--- src/rtl/grf_write_arbiter.sv ---
// grf_write_arbiter: single writer of the GRF write port.
// Merges pipeline writebacks with buffered MDU results.
module grf_write_arbiter #(
    parameter int DEPTH      = 4,
    parameter int STARVE_MAX = 8
) (
    input  logic        CLK,
    input  logic        Reset,
    input  logic        wb_en,
    input  logic [4:0]  wb_addr,
    input  logic [31:0] wb_data,
    input  logic [31:0] wb_pc,
    input  logic        mdu_valid,
    output logic        mdu_ready,
    input  logic [4:0]  mdu_addr,
    input  logic [31:0] mdu_data,
    input  logic [31:0] mdu_pc,
    output logic [4:0]  A3,
    output logic [31:0] WD_RF,
    output logic [31:0] PC,
    output logic        RegWrite,
    output logic [31:0] busy_mask,
    output logic        stall_req
);

    localparam int PTR_W = $clog2(DEPTH);
    localparam int CNT_W = PTR_W + 1;
    localparam int SW    = $clog2(STARVE_MAX + 1);

    localparam logic [1:0] S_IDLE    = 2'd0;
    localparam logic [1:0] S_DRAIN   = 2'd1;
    localparam logic [1:0] S_STARVED = 2'd2;

    logic [4:0]       r_fifo_addr [DEPTH];
    logic [31:0]      r_fifo_data [DEPTH];
    logic [31:0]      r_fifo_pc   [DEPTH];
    logic [PTR_W-1:0] r_wptr;
    logic [PTR_W-1:0] r_rptr;
    logic [CNT_W-1:0] r_count;
    logic [SW-1:0]    r_starve;
    logic [1:0]       r_state;
    logic [4:0]       r_a3;
    logic [31:0]      r_wd;
    logic [31:0]      r_pc;
    logic             r_we;
    logic             r_stall;

    logic             w_full;
    logic             w_empty;
    logic             w_wb_win;
    logic             w_handshake;
    logic             w_push;
    logic             w_pop;
    logic             w_blocked;
    logic [CNT_W-1:0] w_cnt_nxt;
    logic [SW-1:0]    w_starve_nxt;
    logic [1:0]       w_state_nxt;
    logic [31:0]      w_busy;
    logic [PTR_W-1:0] w_offs;

    assign w_full      = (r_count == CNT_W'(DEPTH));
    assign w_empty     = (r_count == '0);
    assign mdu_ready   = !w_full;
    assign w_wb_win    = wb_en && (wb_addr != 5'd0);
    assign w_handshake = mdu_valid && mdu_ready;
    assign w_push      = w_handshake && (mdu_addr != 5'd0);
    assign w_pop       = !w_wb_win && !w_empty;
    assign w_blocked   = w_wb_win && !w_empty;

    assign A3        = r_a3;
    assign WD_RF     = r_wd;
    assign PC        = r_pc;
    assign RegWrite  = r_we;
    assign stall_req = r_stall;
    assign busy_mask = w_busy;

    // Next occupancy from push/pop of this cycle.
    always_comb begin
        w_cnt_nxt = r_count;
        case ({w_push, w_pop})
            2'b10:   w_cnt_nxt = r_count + CNT_W'(1);
            2'b01:   w_cnt_nxt = r_count - CNT_W'(1);
            default: w_cnt_nxt = r_count;
        endcase
    end

    // Starvation counter and drain-state transitions.
    always_comb begin
        w_starve_nxt = r_starve;
        w_state_nxt  = r_state;
        if (w_pop) begin
            w_starve_nxt = '0;
        end else if (w_blocked && (r_starve != SW'(STARVE_MAX))) begin
            w_starve_nxt = r_starve + SW'(1);
        end
        case (r_state)
            S_IDLE: begin
                if (w_cnt_nxt != '0)
                    w_state_nxt = S_DRAIN;
            end
            S_DRAIN: begin
                if (w_cnt_nxt == '0)
                    w_state_nxt = S_IDLE;
                else if (w_starve_nxt == SW'(STARVE_MAX))
                    w_state_nxt = S_STARVED;
            end
            S_STARVED: begin
                if (w_cnt_nxt == '0)
                    w_state_nxt = S_IDLE;
            end
            default: w_state_nxt = S_IDLE;
        endcase
        if (w_state_nxt == S_IDLE)
            w_starve_nxt = '0;
    end

    // Busy registers: live FIFO entries plus the pending output write.
    always_comb begin
        w_busy = '0;
        w_offs = '0;
        for (int i = 0; i < DEPTH; i++) begin
            w_offs = PTR_W'(i) - r_rptr;
            if ({1'b0, w_offs} < r_count)
                w_busy[r_fifo_addr[i]] = 1'b1;
        end
        if (r_we)
            w_busy[r_a3] = 1'b1;
        w_busy[0] = 1'b0;
    end

    // FIFO storage; contents need no reset since pointers are cleared.
    always_ff @(posedge CLK) begin
        if (w_push) begin
            r_fifo_addr[r_wptr] <= mdu_addr;
            r_fifo_data[r_wptr] <= mdu_data;
            r_fifo_pc[r_wptr]   <= mdu_pc;
        end
    end

    // FIFO pointers, occupancy, FSM and stall request.
    always_ff @(posedge CLK) begin
        if (Reset) begin
            r_wptr   <= '0;
            r_rptr   <= '0;
            r_count  <= '0;
            r_starve <= '0;
            r_state  <= S_IDLE;
            r_stall  <= 1'b0;
        end else begin
            if (w_push)
                r_wptr <= r_wptr + PTR_W'(1);
            if (w_pop)
                r_rptr <= r_rptr + PTR_W'(1);
            r_count  <= w_cnt_nxt;
            r_starve <= w_starve_nxt;
            r_state  <= w_state_nxt;
            r_stall  <= (w_state_nxt == S_STARVED);
        end
    end

    // Output register: pipeline first, then FIFO head, else idle.
    always_ff @(posedge CLK) begin
        if (Reset) begin
            r_a3 <= 5'd0;
            r_wd <= 32'd0;
            r_pc <= 32'd0;
            r_we <= 1'b0;
        end else if (w_wb_win) begin
            r_a3 <= wb_addr;
            r_wd <= wb_data;
            r_pc <= wb_pc;
            r_we <= 1'b1;
        end else if (w_pop) begin
            r_a3 <= r_fifo_addr[r_rptr];
            r_wd <= r_fifo_data[r_rptr];
            r_pc <= r_fifo_pc[r_rptr];
            r_we <= 1'b1;
        end else begin
            r_we <= 1'b0;
        end
    end

endmodule

--- config.mk ---
export PLATFORM = sky130hd
export DESIGN_NAME = grf_write_arbiter
export DESIGN_NICKNAME = d
export VERILOG_FILES = /design/src/rtl/grf_write_arbiter.sv
export SDC_FILE = /design/constraint.sdc
export NUM_CORES = 1
export LEC_CHECK = 0
export BUFFER_PORTS_ARGS = -buffer_cell sky130_fd_sc_hd__clkbuf_2
export CAP_MARGIN = 5
export CORE_MARGIN = 2
export CORE_UTILIZATION = 30
export CTS_CLUSTER_SIZE = 20
export DETAILED_ROUTE_END_ITERATION = 16
export SETUP_SLACK_MARGIN = 0.3
export SLEW_MARGIN = 25
export SYNTH_ARGS = -nofsm -noshare
export SYNTH_HDL_FRONTEND = slang
export SYNTH_SLANG_ARGS = --single-unit
--- constraint.sdc ---
create_clock -name CLK -period 4.5 [get_ports CLK]
set_input_delay 0.45 -clock CLK [delete_from_list [all_inputs] [get_ports CLK]]
set_output_delay 0.45 -clock CLK [all_outputs]
set_load 0.02 [all_outputs]
### Word level (Yosys, flattened, before mapping)

Memories as Yosys holds them, arrays and structs flattened. A register that Yosys moved wholly into a read port is not among the register bits.
Cells that the tools add are included.

* add/sub/neg operators: 9
* magnitude comparators: 14
* eq/ne operators: 8
* muxes and demuxes: 39
* bitwise operators: 4
* reduce and logical (&&, ||, !) cells: 23

Operator list (count)
* 32-bit 2-to-1 mux: 9
* 32-bit bitwise OR: 4
* 5-bit by 6-bit less-than comparator with 1-bit output (second input constant): 5
* 1-bit demux with 5-bit select: 5
* 5-bit by 1-bit greater-or-equal comparator with 1-bit output (second input constant): 5
* 2-bit 2-to-1 mux: 10
* 2-bit by 3-bit less-than comparator with 1-bit output: 4
* 1-bit logical AND: 11
* 5-bit 2-to-1 mux: 2
* 5-bit nonzero test: 2
* 1-bit 2-to-1 mux: 9
* 4-bit 2-to-1 mux: 2
* 2-bit equality test (second input constant): 3
* 3-bit logical NOT: 2
* 2-bit one-hot mux with 3 select lines: 1
* 3-bit one-hot mux with 2 select lines: 1
* 2-bit by 1-bit adder with 2-bit output (second input constant): 2
* 4-bit by 1-bit adder with 4-bit output (second input constant): 1
* 2-bit by 1-bit equality test with 1-bit output (second input constant): 2
* 4-bit equality test (second input constant): 1
* 2-bit logical NOT: 2
* 4-bit inequality test (second input constant): 1
* 1-bit by 2-bit subtractor with 2-bit output (first input constant): 2
* 2-bit subtractor (first input constant): 2
* 7 further kinds: 9

* register bits: 84
* memory bits (writable): 276
* output and inout port bits: 104
* memories: 3

Memory list
* r_fifo_data: depth 4, width 32, rd ports 1, clocked after Yosys merged registers in 1, wr ports 1, RTL line 35 `logic [31:0] r_fifo_data [DEPTH];`
* r_fifo_pc: depth 4, width 32, rd ports 1, clocked after Yosys merged registers in 1, wr ports 1, RTL line 36 `logic [31:0] r_fifo_pc [DEPTH];`
* r_fifo_addr: depth 4, width 5, rd ports 5, clocked after Yosys merged registers in 1, wr ports 1, RTL line 34 `logic [4:0] r_fifo_addr [DEPTH];`

### Depth between registers and ports, before layout

Gate-level depths: netlist (run 1).
An unclocked memory read counts as a cell.

* depth after elaboration: 14
* gate-level depth with buffers: 15
* mapped depth without buffers: 14

### Worst setup path before layout (run 1)

No wires, ideal clock.

* path kind: reg-to-reg
* from: reg r_count[0]
* to: mem r_fifo_addr[0][0] (enable)
* arrival time: 2844 ps
* setup slack: 1221 ps
* cell stages (with the launch flop): 7
* path buffers: 1
* cells stage by stage: dfxtp_1 > buf_2 > inv_1 > nand3_1 > nand2_1 > a21oi_1 > and2_1

* longest elaborated chain between the ends: 6

Ends and longest elaborated chain
* start, declared: RTL line 39 `logic [CNT_W-1:0] r_count;`
* start signal, assigned: RTL line 154 `r_count <= w_cnt_nxt;`
* 3-bit equality test: RTL line 61 `assign w_full = (r_count == CNT_W'(DEPTH));`
* 1-bit logical NOT: RTL line 63 `assign mdu_ready = !w_full;`
* named net mdu_ready: RTL line 14 `output logic mdu_ready,`
* 1-bit logical AND: RTL line 65 `assign w_handshake = mdu_valid && mdu_ready;`
* 1-bit logical AND: RTL line 66 `assign w_push = w_handshake && (mdu_addr != 5'd0);`
* 1-bit 2-to-1 mux: RTL line 133 `if (w_push) begin`
* 1-bit 2-to-1 mux (not written as such): RTL line 134 `r_fifo_addr[r_wptr] <= mdu_addr;`
* end, declared: RTL line 34

The timed path passes the listed nets, and every way through them passes these cells.

### Worst setup path after layout (run 1)

* from: reg r_count[1]
* to: out busy_mask[4]

* longest elaborated chain between the ends: 10

Ends and longest elaborated chain
* 2-bit by 3-bit less-than comparator with 1-bit output: RTL line 123 `if ({1'b0, w_offs} < r_count)`
* 32-bit 2-to-1 mux: RTL line 123
* 32-bit bitwise OR (no line)
* 32-bit 2-to-1 mux: RTL line 123
* 32-bit bitwise OR (no line)
* 32-bit 2-to-1 mux: RTL line 123
* 32-bit bitwise OR (no line)
* 32-bit 2-to-1 mux *: RTL line 123
* 32-bit bitwise OR (no line)
* 32-bit 2-to-1 mux *: RTL line 126 `if (r_we)`
* end, declared: RTL line 22 `output logic [31:0] busy_mask,`

Mark *: on every way between the ends. The rest lies on a longest branch, timed or not.

==> results of run 1 <==
-- how the worst max path moves through the flow --
stage / start / end / slack [ns] / depth (start not counted)
after global routing: r_count[1]$_SDFF_PP0_ / busy_mask[2] / 0.59 / 9
final: r_count[1]$_SDFF_PP0_ / busy_mask[4] / 0.86 / 9
after floorplan: r_count[0]$_SDFF_PP0_ / r_fifo_addr[0][0]$_DFFE_PP_ / 1.22 / 6
after global placement: wb_addr[0] / stall_req$_SDFF_PP0_ / 1.33 / 13
after detailed placement: wb_addr[0] / r_starve[0]$_SDFF_PP0_ / 1.28 / 13
after CTS: r_count[1]$_SDFF_PP0_ / busy_mask[4] / 0.89 / 9
-- routing by layer --
layer / up-vias / wire length [um] / global-route usage (%) / part of all wire (%)
met1: 5065 / 17230 / 19.84 / 42
li1: 4628 / - / - / -
met3: 72 / 2844 / 3.842 / 6.9
met4: 6 / 1041 / 4.391 / 2.5
met5: - / 44 / 0 / 0.11
met2: 357 / 19840 / 26.11 / 48
-- power by group through the flow --
stage / Combinational (mW) / Sequential, mW / Clock, mW
floorplan: 2.03 / 4.43 / 0
global route: 3.34 / 4.46 / 3.47
CTS: 3.13 / 4.41 / 3.35
finish: 3.05 / 4.39 / 3.24
global placement: 3.11 / 4.45 / 0
detailed placement: 3.12 / 4.47 / 0
-- kinds of logic after synthesis --
| logic type | Yosys count | synth area share, % |
|---|---|---|
| flip-flops | 362 | 66.14 |
| XOR/XNOR | 8 | 0.4630 |
| other | 1 | 0.02478 |
| multiplexers | 70 | 10.33 |
| buffers and inverters | 83 | 2.472 |
| AO/OA/AOI/OAI | 163 | 8.871 |
| adder cells (fa/ha/maj) | 12 | 1.042 |
| AND/OR/NAND/NOR | 372 | 10.66 |
-- final cells by class --
class	count	area (um^2)
Antenna cell	1	2.502
Fill cell	4819	31580
Clock inverter	24	210.2
Sequential cell	362	10020
Clock buffer	50	1121
Timing Repair Buffer	261	1374
Tap cell	672	840.8
Inverter	13	48.80
Multi-Input combinational cell	626	4768
-- registers in the layout, summed over array words and instances (netlist names), named ones only --
signal	cells
r_fifo_pc	128
r_wptr	2
RegWrite	1
r_count	3
WD_RF	32
r_fifo_addr	20
r_rptr	2
A3	5
r_state	2
PC	32
r_fifo_data	128
r_starve	4
stall_req	1
-- cells in the final DEF (no fill, tap or decap), types with 3 or more instances in the layout --
cell type / count
sky130_fd_sc_hd__a21oi_1: 10
sky130_fd_sc_hd__a222oi_1: 15
sky130_fd_sc_hd__a22oi_1: 19
sky130_fd_sc_hd__a311oi_1: 67
sky130_fd_sc_hd__a32oi_1: 7
sky130_fd_sc_hd__and2_1: 3
sky130_fd_sc_hd__and2_4: 4
sky130_fd_sc_hd__and3_1: 7
sky130_fd_sc_hd__buf_4: 15
sky130_fd_sc_hd__clkbuf_1: 4
sky130_fd_sc_hd__clkbuf_16: 42
sky130_fd_sc_hd__clkbuf_2: 243
sky130_fd_sc_hd__clkbuf_8: 4
sky130_fd_sc_hd__clkinv_1: 5
sky130_fd_sc_hd__clkinv_2: 9
sky130_fd_sc_hd__dfxtp_1: 84
sky130_fd_sc_hd__edfxtp_1: 276
sky130_fd_sc_hd__ha_1: 11
sky130_fd_sc_hd__inv_1: 13
sky130_fd_sc_hd__inv_6: 3
sky130_fd_sc_hd__mux4_2: 69
sky130_fd_sc_hd__nand2_1: 176
sky130_fd_sc_hd__nand2b_1: 11
sky130_fd_sc_hd__nand3_1: 20
sky130_fd_sc_hd__nand3b_1: 4
sky130_fd_sc_hd__nor2_1: 106
sky130_fd_sc_hd__nor2b_1: 13
sky130_fd_sc_hd__nor3_1: 10
sky130_fd_sc_hd__nor3b_1: 8
sky130_fd_sc_hd__o211ai_1: 12
sky130_fd_sc_hd__o21ai_0: 6
sky130_fd_sc_hd__o221ai_1: 7
sky130_fd_sc_hd__xnor2_1: 6
==> implementation parameters, run 1 <==
Parameter                              Value

Route
  Routed WL per cell ... 20.41 um
  Detailed Route Iter0 Violations ... 1033
  Ratio of routed vias to standard cells ... 5.041
  Wire length after detailed routing ... 41000 um
  Number of DRC violations after detailed routing ... 0
  Total vias in the final route ... 10130
  Number of iterations in the first detailed-routing pass ... 10
  ANT nets after route ... 0

CTS
  Skew-Pair Late Insertion Delay ... 0.55 ns
  H-tree depth ... 2
  Maximum clock path buffer count ... 3
  TritonCTS sink count ... 362
  Post-CTS sizing ... 0
  Number of CTS-inserted buffers ... 40
  Buffers inserted by post-CTS timing repair ... 0
  Clock tree from TritonCTS ... built
  Cell at the root of the clock tree ... sky130_fd_sc_hd__clkbuf_16
  Number of hold-repair buffers added at the cts stage ... 0
  CTS clock-pin slew for the worst setup and hold paths ... 0.06 ns

Min path
  Min-Delay Path Class ... in2reg
  Endpoint of the worst hold-timing path ... r_fifo_pc[3][3]$_DFFE_PP_
  HP Start ... mdu_pc[3]
  Cell count of the worst hold path ... 1

STA
  Count of endpoints failing setup in the final report ... 0
  Slew at the pin with the worst max-slew slack ... 0.9901 ns
  TNS Setup ... 0 ns
  Time the worst path needs with I/O delays and setup ... 3.644 ns
  Post-route setup slack ... 0.8557 ns
  Worst clock skew on the final layout ... 0.02304 ns
  Number of slew-limit violations in the final report ... 0
  Number of failing hold endpoints at the final stage ... 0
  Unrepaired setup endpoints after global routing ... false
  Minimum hold slack ... 0.1204 ns
  Achievable Freq ... 274.4 MHz
  Final period utilization ... 80.99%
  Normalized max-slew margin ... 33.48%

Power and ir drop
  Logic gate share of total power ... 28.5%
  Worst vdd rail ir drop ... 0.0004322 V
  Register share of total power ... 41.1%
  Power density normalized to cell area ... 581.0 nW/um^2
  Clock network fraction of design power ... 30.3%
  Net switching power figure ... 3.602 mW
  Net switching share of the total power ... 33.72%
  Leakage power of the design ... 6.485 nW
  Total power consumption of the routed design ... 10.68 mW
  Internal power contribution ... 7.079 mW

Critical path
  Startpoint types ... flip-flop
  Arrival time at the worst endpoint ... 3.19 ns
  WP buf/inv ... 2
  Critical Path End Type ... primary output
  Critical path class ... reg2out
  Capturing point of the worst reg2reg path ... r_starve[0]$_SDFF_PP0_
  Required time at the worst-slack endpoint ... 4.05 ns
  Critical path fanouts, max ... 6
  Worst-path cell with the longest stage delay ... sky130_fd_sc_hd__nor3_1
  Family with the most delay on the worst path ... simple AND/OR/NAND/NOR gates
  Setup slack of the most critical reg-to-reg path ... 1.46 ns
  R2r worst-path depth ... 12
  Cell mode on critical path ... sky130_fd_sc_hd__nor2_1
  Worst reg2reg path startpoint ... r_count[0]$_SDFF_PP0_
  Cell Chain, Critical Path ... inv_1 -> ha_1 -> a21oi_1 -> nor2_1 -> nor2_1 -> nor3_1 -> a222oi_1 -> o211ai_1 -> clkbuf_2
  Delay of the slowest cell on the worst path ... 0.79 ns

Placed design
  Total of buffers placed on input and output ports ... 244
  RePlAce Congestion ... 0.9390
  Post-detailed-placement cell area ... 17050 um^2
  Placed wire-length estimate ... 27340 um
  Worst-case setup slack after placement ... 1.277 ns
  Number of instances in the placed design ... 1934

Global routing
  Antenna violations before repair ... 3
  GRT overflow ... 0
  First-pass GRT wire length ... 62820 um
  Global-route usage over all layers ... 15.51%
  Via count of the first global-routing pass ... 10370
  Largest net degree at the start of global routing ... 142

Floorplanning
  Number of cell rows ... 82
  DIE HEIGHT ... 228.6 um
  Full die area ... 52260 um^2
  # IOs ... 246
  Initial Utilization ... 30.29%
  Area of the core ... 49970 um^2
  Horiz. Die Dim ... 228.6 um

Yosys
  List of most frequent post-synthesis cells ... sky130_fd_sc_hd__edfxtp_1 (276), sky130_fd_sc_hd__nand2_1 (176), sky130_fd_sc_hd__nor2_1 (106)
  Most frequent cell after synthesis ... sky130_fd_sc_hd__edfxtp_1
  Number of warnings reported in the yosys synthesis log ... 0
  Share of Yosys cell area claimed by the top area cell type ... 54.76%
  Leading post-synthesis cells by cell area ... sky130_fd_sc_hd__edfxtp_1 (55%), sky130_fd_sc_hd__dfxtp_1 (11%), sky130_fd_sc_hd__mux4_2 (10%)
  Avg Inst Size Synth ... 14.13 um^2
  Post-synthesis cell type with the largest combined area ... sky130_fd_sc_hd__edfxtp_1
  Register area share after synthesis ... 66.14%
  Share of synthesized registers carrying an async set or reset ... 0%
  Primary FF master, synth ... sky130_fd_sc_hd__edfxtp_1
  EDFF count, synth ... 276
  Netlist Area Pre-Place ... 15130 um^2
  Distinct cell type count after synthesis ... 53
  Post-synthesis net count ... 1225
  Cell count after synthesis ... 1071
  #FFs+latches synth ... 362

Finish
  Area added between synthesis and finish ... 21.46%
  Utilization of the core after routing ... 36.79%
  Cell area after layout ... 18380 um^2
  Fraction of layout cells with a size suffix above 1 ... 30.54%
  Number of nets in the finished design ... 1458
  Non-Filler Instances ... 2009

Flow run
  Reported max-cap violation count ... 0

Outcome
  Outcome ... finished clean
(Power assumes the default switching activity.)
==> inputs of run 2 (changes only) <==
clock period = 3.3 ns   (was 4.5 ns; I/O delays follow)
==> implementation parameters, run 2 (same netlist as run 1, synthesis figures left out) <==
Parameter                              Value

Outcome
  Outcome ... finished clean (unchanged)

Critical path
  Critical path class ... reg2out (unchanged)
  Worst-path cell with the longest stage delay ... sky130_fd_sc_hd__a222oi_1 (was sky130_fd_sc_hd__nor3_1)
  Required time at the worst-slack endpoint ... 2.97 ns (was 4.05 ns)
  Startpoint types ... flip-flop (unchanged)
  Start point of the critical path ... r_rptr[0]$_SDFFE_PP0N_ (was r_count[1]$_SDFF_PP0_)
  Worst reg2reg path startpoint ... r_count[2]$_SDFF_PP0_ (was r_count[0]$_SDFF_PP0_)
  R2r worst-path depth ... 14 (was 12)
  Critical path fanouts, max ... 6 (unchanged)
  Arrival time at the worst endpoint ... 2.70 ns (was 3.19 ns)
  Setup slack of the most critical reg-to-reg path ... 0.57 ns (was 1.46 ns)
  CP endpoint ... busy_mask[20] (was busy_mask[4])
  Capturing point of the worst reg2reg path ... r_starve[2]$_SDFF_PP0_ (was r_starve[0]$_SDFF_PP0_)
  Critical Path End Type ... primary output (unchanged)
  Delay of the slowest cell on the worst path ... 0.42 ns (was 0.79 ns)
  Cell Chain, Critical Path ... xnor2_4 -> inv_2 -> ha_4 -> a21oi_4 -> o21bai_4 -> nor3b_2 -> buf_4 -> a222oi_1 -> nand3_1 -> buf_6 (was inv_1 -> ha_1 -> a21oi_1 -> nor2_1 -> nor2_1 -> nor3_1 -> a222oi_1 -> o211ai_1 -> clkbuf_2)

Placed design
  Placed wire-length estimate ... 27850 um (was 27340 um)
  Total of buffers placed on input and output ports ... 244 (unchanged)
  Post-detailed-placement cell area ... 17190 um^2 (was 17050 um^2)
  RePlAce Congestion ... 0.9269 (was 0.9390)
  Worst-case setup slack after placement ... 0.1652 ns (was 1.277 ns)

Route
  Wire length after detailed routing ... 42510 um (was 41000 um)
  ANT nets after route ... 0 (unchanged)
  Detailed Route Iter0 Violations ... 953 (was 1033)
  Total vias in the final route ... 10580 (was 10130)
  Number of DRC violations after detailed routing ... 0 (unchanged)
  Routed WL per cell ... 20.32 um (was 20.41 um)
  Ratio of routed vias to standard cells ... 5.057 (was 5.041)
  Number of iterations in the first detailed-routing pass ... 6 (was 10)

Global routing
  Via count of the first global-routing pass ... 10700 (was 10370)
  Antenna violations before repair ... 5 (was 3)
  GRT overflow ... 0 (unchanged)
  Global-route usage over all layers ... 15.97% (was 15.51%)
  First-pass GRT wire length ... 64380 um (was 62820 um)
  Largest net degree at the start of global routing ... 80 (was 142)

STA
  Worst clock skew on the final layout ... 0.01988 ns (was 0.02304 ns)
  Unrepaired setup endpoints after global routing ... true (was false)
  Slew at the pin with the worst max-slew slack ... 0.9908 ns (was 0.9901 ns)
  Time the worst path needs with I/O delays and setup ... 3.029 ns
  TNS Setup ... 0 ns (unchanged)
  Post-route setup slack ... 0.2707 ns (was 0.8557 ns)
  Count of endpoints failing setup in the final report ... 0 (unchanged)
  Normalized max-slew margin ... 33.95% (was 33.48%)
  Final period utilization ... 91.80%
  Achievable Freq ... 330.1 MHz
  Number of slew-limit violations in the final report ... 0 (unchanged)
  Number of failing hold endpoints at the final stage ... 0 (unchanged)

Power and ir drop
  Power density normalized to cell area ... 780.2 nW/um^2 (was 581.0 nW/um^2)
  Total power consumption of the routed design ... 15.18 mW (was 10.68 mW)
  Leakage power of the design ... 6.911 nW (was 6.485 nW)
  Worst vdd rail ir drop ... 0.0003940 V (was 0.0004322 V)

Finish
  Cell area after layout ... 19450 um^2 (was 18380 um^2)
  Fraction of layout cells with a size suffix above 1 ... 32.89% (was 30.54%)
  Most used cells in the layout excluding fill and tap cells ... sky130_fd_sc_hd__edfxtp_1 (276), sky130_fd_sc_hd__clkbuf_2 (234), sky130_fd_sc_hd__nand2_1 (175) (was sky130_fd_sc_hd__edfxtp_1 (276), sky130_fd_sc_hd__clkbuf_2 (243), sky130_fd_sc_hd__nand2_1 (176))
  Area added between synthesis and finish ... 28.51% (was 21.46%)
  Most common library cell in the layout ignoring fill and taps ... sky130_fd_sc_hd__edfxtp_1 (unchanged)
  Number of nets in the finished design ... 1539 (was 1458)
  Utilization of the core after routing ... 38.93% (was 36.79%)
  Regs by FF count ... r_fifo_data (128), r_fifo_pc (128) (unchanged)

Floorplanning
  Initial Utilization ... 30.29% (unchanged)
  DIE HEIGHT ... 228.6 um (unchanged)
  Area of the core ... 49970 um^2 (unchanged)
  # IOs ... 246 (unchanged)
  Full die area ... 52260 um^2 (unchanged)
  Number of cell rows ... 82 (unchanged)
  Horiz. Die Dim ... 228.6 um (unchanged)

CTS
  CTS clock-pin slew for the worst setup and hold paths ... 0.06 ns (about the same)
  TritonCTS sink count ... 362 (unchanged)
  Cell at the root of the clock tree ... sky130_fd_sc_hd__clkbuf_16 (unchanged)
  Skew-Pair Late Insertion Delay ... 0.54 ns (was 0.55 ns)
  Clock tree from TritonCTS ... built (unchanged)
  Maximum clock path buffer count ... 3 (unchanged)
  H-tree depth ... 2 (unchanged)
  Number of CTS-inserted buffers ... 40 (unchanged)

Flow run
  Reported max-cap violation count ... 0 (unchanged)

Min path
  Min-Delay Path Class ... in2reg (unchanged)
==> run 2: cell count changes in the layout (fill, tap and decap cells not counted), sizes merged <==
cell         before  now
buf              18   46
diode             1    3
clkbuf          293  285
bufinv            2    3
clkinv           16   15
dlygate4sd3       0   60
clkinvlp          2    3
==> run 2: per-layer routing <==
metal	part of all wire [%]	GRT usage [%]	vias up
li1	-	-	4808
met1	42	20.42	5233
met2	48	26.73	425
met3	6.1	3.331	108
met4	3.6	5.923	6
met5	0.080	0	-
==> run 2: layout make-up <==
cell class | count | area [um^2]
flip-flops and latches | 362 | 10030
diodes | 3 | 7.507
clock buffers | 49 | 1119
multi-input cells | 626 | 4947
well taps | 672 | 840.8
inverters | 13 | 56.30
clock inverters | 25 | 222.7
repair buffers | 342 | 2226
fillers | 4748 | 30520
==> run 2: how the worst min path moves through the flow <==
stage                      startpoint                      endpoint  cells after the start
5_1_grt                   mdu_addr[0]   r_fifo_addr[2][0]$_DFFE_PP_                      1
3_5_place_dp      PC[30]$_SDFFE_PP0P_           PC[30]$_SDFFE_PP0P_                      2
3_3_place_gp   WD_RF[29]$_SDFFE_PP0P_        WD_RF[29]$_SDFFE_PP0P_                      2
6_report                 mdu_data[16]  r_fifo_data[1][16]$_DFFE_PP_                      1
2_1_floorplan             mdu_addr[0]   r_fifo_addr[0][0]$_DFFE_PP_                      0
4_1_cts                   mdu_data[2]   r_fifo_data[3][2]$_DFFE_PP_                      1
==> run 2: metrics by stage <==
stage	cells	hold WS [ns]
6_report	2092	0.04275
5_1_grt	2091	0.01550
4_1_cts	2085	0.002698
3_5_place_dp	1947	0.4722
3_3_place_gp	1947	0.4645
2_1_floorplan	1071	0.4289
==> run 2: critical path, delay by kind of cell (launching register included) <==
| kind | cells | cell delay, ns |
|---|---|---|
| XOR/XNOR | 1 | 0.19 |
| flip-flops | 1 | 0.38 |
| adder cells (fa/ha/maj) | 1 | 0.27 |
| buffers and inverters | 3 | 0.42 |
| AND/OR/NAND/NOR | 2 | 0.25 |
| AO/OA/AOI/OAI | 3 | 0.66 |
==> run 2: power by group <==
group	total, mW	switching (mW)	internal (mW)	leakage [nW]
logic	4.69	2.87	1.82	3.00
clock network	4.49	1.83	2.67	0.662
registers	5.99	0.444	5.55	3.25
total	15.2	5.14	10.0	6.91
==> run 2: repair_timing <==
action / CTS / global route
resized for setup: 30 / 41
buffers inserted: 4 / 4
setup endpoints to repair: 31 / 37
hold buffers: 60 / 0
cloned: 0 / 0
hold endpoints to repair: 236 / 0
pin swaps: 8 / 15
==> inputs of run 3 (changes only) <==
CORE_ASPECT_RATIO = 1.75   (was default)
==> implementation parameters, run 3 (same netlist as run 1, synthesis figures left out) <==
Parameter                              Value

Outcome
  Outcome ... finished clean (unchanged)

Floorplanning
  Area of the core ... 49730 um^2 (was 49970 um^2)
  DIE HEIGHT ... 301.1 um (was 228.6 um)
  Horiz. Die Dim ... 173.8 um (was 228.6 um)
  # IOs ... 246 (unchanged)
  Initial Utilization ... 30.43% (was 30.29%)
  Number of cell rows ... 108 (was 82)
  Full die area ... 52330 um^2 (was 52260 um^2)

Min path
  Min-Delay Path Class ... in2reg (unchanged)
  Cell count of the worst hold path ... 1 (unchanged)
  Endpoint of the worst hold-timing path ... r_fifo_data[3][28]$_DFFE_PP_ (was r_fifo_data[1][16]$_DFFE_PP_)
  HP Start ... mdu_data[28] (was mdu_data[16])

Critical path
  Required time at the worst-slack endpoint ... 2.97 ns (about the same)
  Cell mode on critical path ... sky130_fd_sc_hd__buf_4
  Capturing point of the worst reg2reg path ... stall_req$_SDFF_PP0_ (was r_starve[2]$_SDFF_PP0_)
  Critical path fanouts, max ... 4 (was 6)
  Worst reg2reg path startpoint ... r_count[0]$_SDFF_PP0_ (was r_count[2]$_SDFF_PP0_)
  Setup slack of the most critical reg-to-reg path ... 0.65 ns (was 0.57 ns)
  Delay of the slowest cell on the worst path ... 0.44 ns (was 0.42 ns)
  Critical path class ... reg2out (unchanged)
  Startpoint types ... flip-flop (unchanged)
  Cell Chain, Critical Path ... inv_4 -> ha_4 -> a21boi_4 -> o21ai_4 -> nand2_2 -> nor3_1 -> buf_4 -> a222oi_1 -> o221ai_1 -> buf_4 (was xnor2_4 -> inv_2 -> ha_4 -> a21oi_4 -> o21bai_4 -> nor3b_2 -> buf_4 -> a222oi_1 -> nand3_1 -> buf_6)
  Critical Path End Type ... primary output (unchanged)
  Arrival time at the worst endpoint ... 2.70 ns (about the same)
  Worst-path cell with the longest stage delay ... sky130_fd_sc_hd__a222oi_1 (unchanged)
  R2r worst-path depth ... 12 (was 14)

STA
  Unrepaired setup endpoints after global routing ... true (unchanged)
  Worst clock skew on the final layout ... 0.01927 ns (was 0.01988 ns)
  Final period utilization ... 91.69% (was 91.80%)
  TNS Setup ... 0 ns (unchanged)
  Number of slew-limit violations in the final report ... 0 (unchanged)
  Count of endpoints failing setup in the final report ... 0 (unchanged)
  Time the worst path needs with I/O delays and setup ... 3.026 ns (was 3.029 ns)
  Normalized max-slew margin ... 31.72% (was 33.95%)
  Achievable Freq ... 330.5 MHz (was 330.1 MHz)
  Number of failing hold endpoints at the final stage ... 0 (unchanged)
  Slew at the pin with the worst max-slew slack ... 1.022 ns (was 0.9908 ns)

CTS
  Clock tree from TritonCTS ... built (unchanged)
  H-tree depth ... 2 (unchanged)
  Cell at the root of the clock tree ... sky130_fd_sc_hd__clkbuf_16 (unchanged)
  Maximum clock path buffer count ... 3 (unchanged)
  Skew-Pair Late Insertion Delay ... 0.52 ns (was 0.54 ns)
  CTS clock-pin slew for the worst setup and hold paths ... 0.06 ns (about the same)
  TritonCTS sink count ... 362 (unchanged)
  Number of CTS-inserted buffers ... 35 (was 40)

Power and ir drop
  Clock network fraction of design power ... 27.8% (was 29.6%)
  Power density normalized to cell area ... 784.9 nW/um^2 (was 780.2 nW/um^2)
  Leakage power of the design ... 6.703 nW (was 6.911 nW)
  Logic gate share of total power ... 31.8% (was 30.9%)
  Internal power contribution ... 9.822 mW (was 10.04 mW)
  Net switching power figure ... 5.043 mW (was 5.136 mW)
  Register share of total power ... 40.3% (was 39.5%)
  Net switching share of the total power ... 33.93% (was 33.85%)
  Worst vdd rail ir drop ... 0.0005052 V (was 0.0003940 V)

Global routing
  Largest net degree at the start of global routing ... 96 (was 80)
  GRT overflow ... 0 (unchanged)
  Global-route usage over all layers ... 17.33% (was 15.97%)
  Antenna violations before repair ... 2 (was 5)
  Via count of the first global-routing pass ... 10800 (was 10700)
  First-pass GRT wire length ... 68040 um (was 64380 um)

Route
  Total vias in the final route ... 10380 (was 10580)
  Wire length after detailed routing ... 46060 um (was 42510 um)
  Ratio of routed vias to standard cells ... 5.104 (was 5.057)
  Routed WL per cell ... 22.66 um (was 20.32 um)
  Number of DRC violations after detailed routing ... 0 (unchanged)
  Number of iterations in the first detailed-routing pass ... 7 (was 6)
  Detailed Route Iter0 Violations ... 798 (was 953)
  ANT nets after route ... 0 (unchanged)

Finish
  Regs by FF count ... r_fifo_data (128), r_fifo_pc (128) (unchanged)
  Number of nets in the finished design ... 1500 (was 1539)
  Cell area after layout ... 18940 um^2 (was 19450 um^2)
  Most used cells in the layout excluding fill and tap cells ... sky130_fd_sc_hd__edfxtp_1 (276), sky130_fd_sc_hd__clkbuf_2 (236), sky130_fd_sc_hd__nand2_1 (175) (was sky130_fd_sc_hd__edfxtp_1 (276), sky130_fd_sc_hd__clkbuf_2 (234), sky130_fd_sc_hd__nand2_1 (175))
  Fraction of layout cells with a size suffix above 1 ... 34.18% (was 32.89%)
  Area added between synthesis and finish ... 25.14% (was 28.51%)
  Number of fill cells ... 4822 (was 4748)
  Most common library cell in the layout ignoring fill and taps ... sky130_fd_sc_hd__edfxtp_1 (unchanged)

Placed design
  Total of buffers placed on input and output ports ... 244 (unchanged)
  RePlAce Congestion ... 0.9370 (was 0.9269)
  Post-detailed-placement cell area ... 17260 um^2 (was 17190 um^2)
  Placed wire-length estimate ... 31980 um (was 27850 um)

Flow run
  Reported max-cap violation count ... 0 (unchanged)
-- run 3: cell types whose count changed in the layout (fill, tap and decap cells not counted), sizes merged --
| cell | before | now |
|---|---|---|
| dlygate4sd3 | 60 | 14 |
| buf | 46 | 57 |
| clkinv | 15 | 6 |
| clkbuf | 285 | 288 |
| inv | 17 | 14 |
| diode | 3 | 1 |
| clkinvlp | 3 | 2 |
-- run 3: per-stage QoR --
step / hold WS, ns / power (mW) / worst slack, ns / cells / util, %
6_report: 0.02486 / 14.87 / 0.2742 / 2033 / 38.09
5_1_grt: 0.01236 / 15.62 / 0.2025 / 2033 / 38.09
4_1_cts: 0.0001200 / 14.94 / 0.2387 / 2027 / 37.85
3_5_place_dp: 0.4712 / 10.51 / 0.2483 / 1943 / 34.70
3_3_place_gp: 0.4632 / 10.45 / 0.3008 / 1943 / 34.70
2_1_floorplan: 0.4289 / 8.794 / 0.6170 / 1071 / -
-- run 3: worst max path at each step --
stage | from | endpoint | slack [ns] | depth (start not counted)
5_1_grt | r_rptr[1]$_SDFFE_PP0N_ | busy_mask[1] | 0.20 | 10
2_1_floorplan | wb_addr[0] | r_state[1]$_SDFF_PP0_ | 0.62 | 12
6_report | r_rptr[1]$_SDFFE_PP0N_ | busy_mask[1] | 0.27 | 10
3_3_place_gp | wb_addr[0] | stall_req$_SDFF_PP0_ | 0.30 | 13
4_1_cts | r_count[2]$_SDFF_PP0_ | busy_mask[29] | 0.24 | 7
3_5_place_dp | wb_addr[0] | stall_req$_SDFF_PP0_ | 0.25 | 13
-- run 3: worst max-delay path: cells and delay by family, from the launching register on --
kind	cells	cell delay [ns]
flip-flops	1	0.40
AND/OR/NAND/NOR	2	0.15
buffers and inverters	3	0.43
AO/OA/AOI/OAI	4	0.95
adder cells (fa/ha/maj)	1	0.26
-- run 3: cell type report --
class	instances	area, um^2	area share [%]
Antenna cell	1	2.502	0.01321
Clock buffer	51	1042	5.503
Clock inverter	12	141.4	0.7465
Inverter	13	53.80	0.2841
Multi-Input combinational cell	626	4966	26.22
Sequential cell	362	10030	52.96
Tap cell	660	825.8	4.360
Timing Repair Buffer	308	1877	9.910
-- run 3: what timing repair did --
action | 4_1_cts | 5_1_grt
gates cloned | 0 | 0
pin swaps | 14 | 22
endpoints found under the setup margin | 31 | 31
gates resized for setup | 51 | 22
buffers inserted | 7 | 5
hold buffers | 14 | 0
endpoints found under the hold margin | 48 | 0
-- run 3: power groups by stage --
stage,logic [mW],registers [mW],clock network [mW]
3_3_place_gp,4.39,6.05,0
3_5_place_dp,4.42,6.09,0
6_report,4.73,6.00,4.14
5_1_grt,5.13,6.08,4.41
2_1_floorplan,2.77,6.02,0
4_1_cts,4.68,6.00,4.26
-- run 3: layer usage --
metal | global-route usage [%] | vias to the layer above | wire length (um)
met4 | 10.42 | 0 | 2690
met1 | 17.66 | 5166 | 15720
met3 | 2.257 | 118 | 1915
li1 | - | 4696 | -
met5 | 0 | - | 0
met2 | 33.35 | 396 | 25740
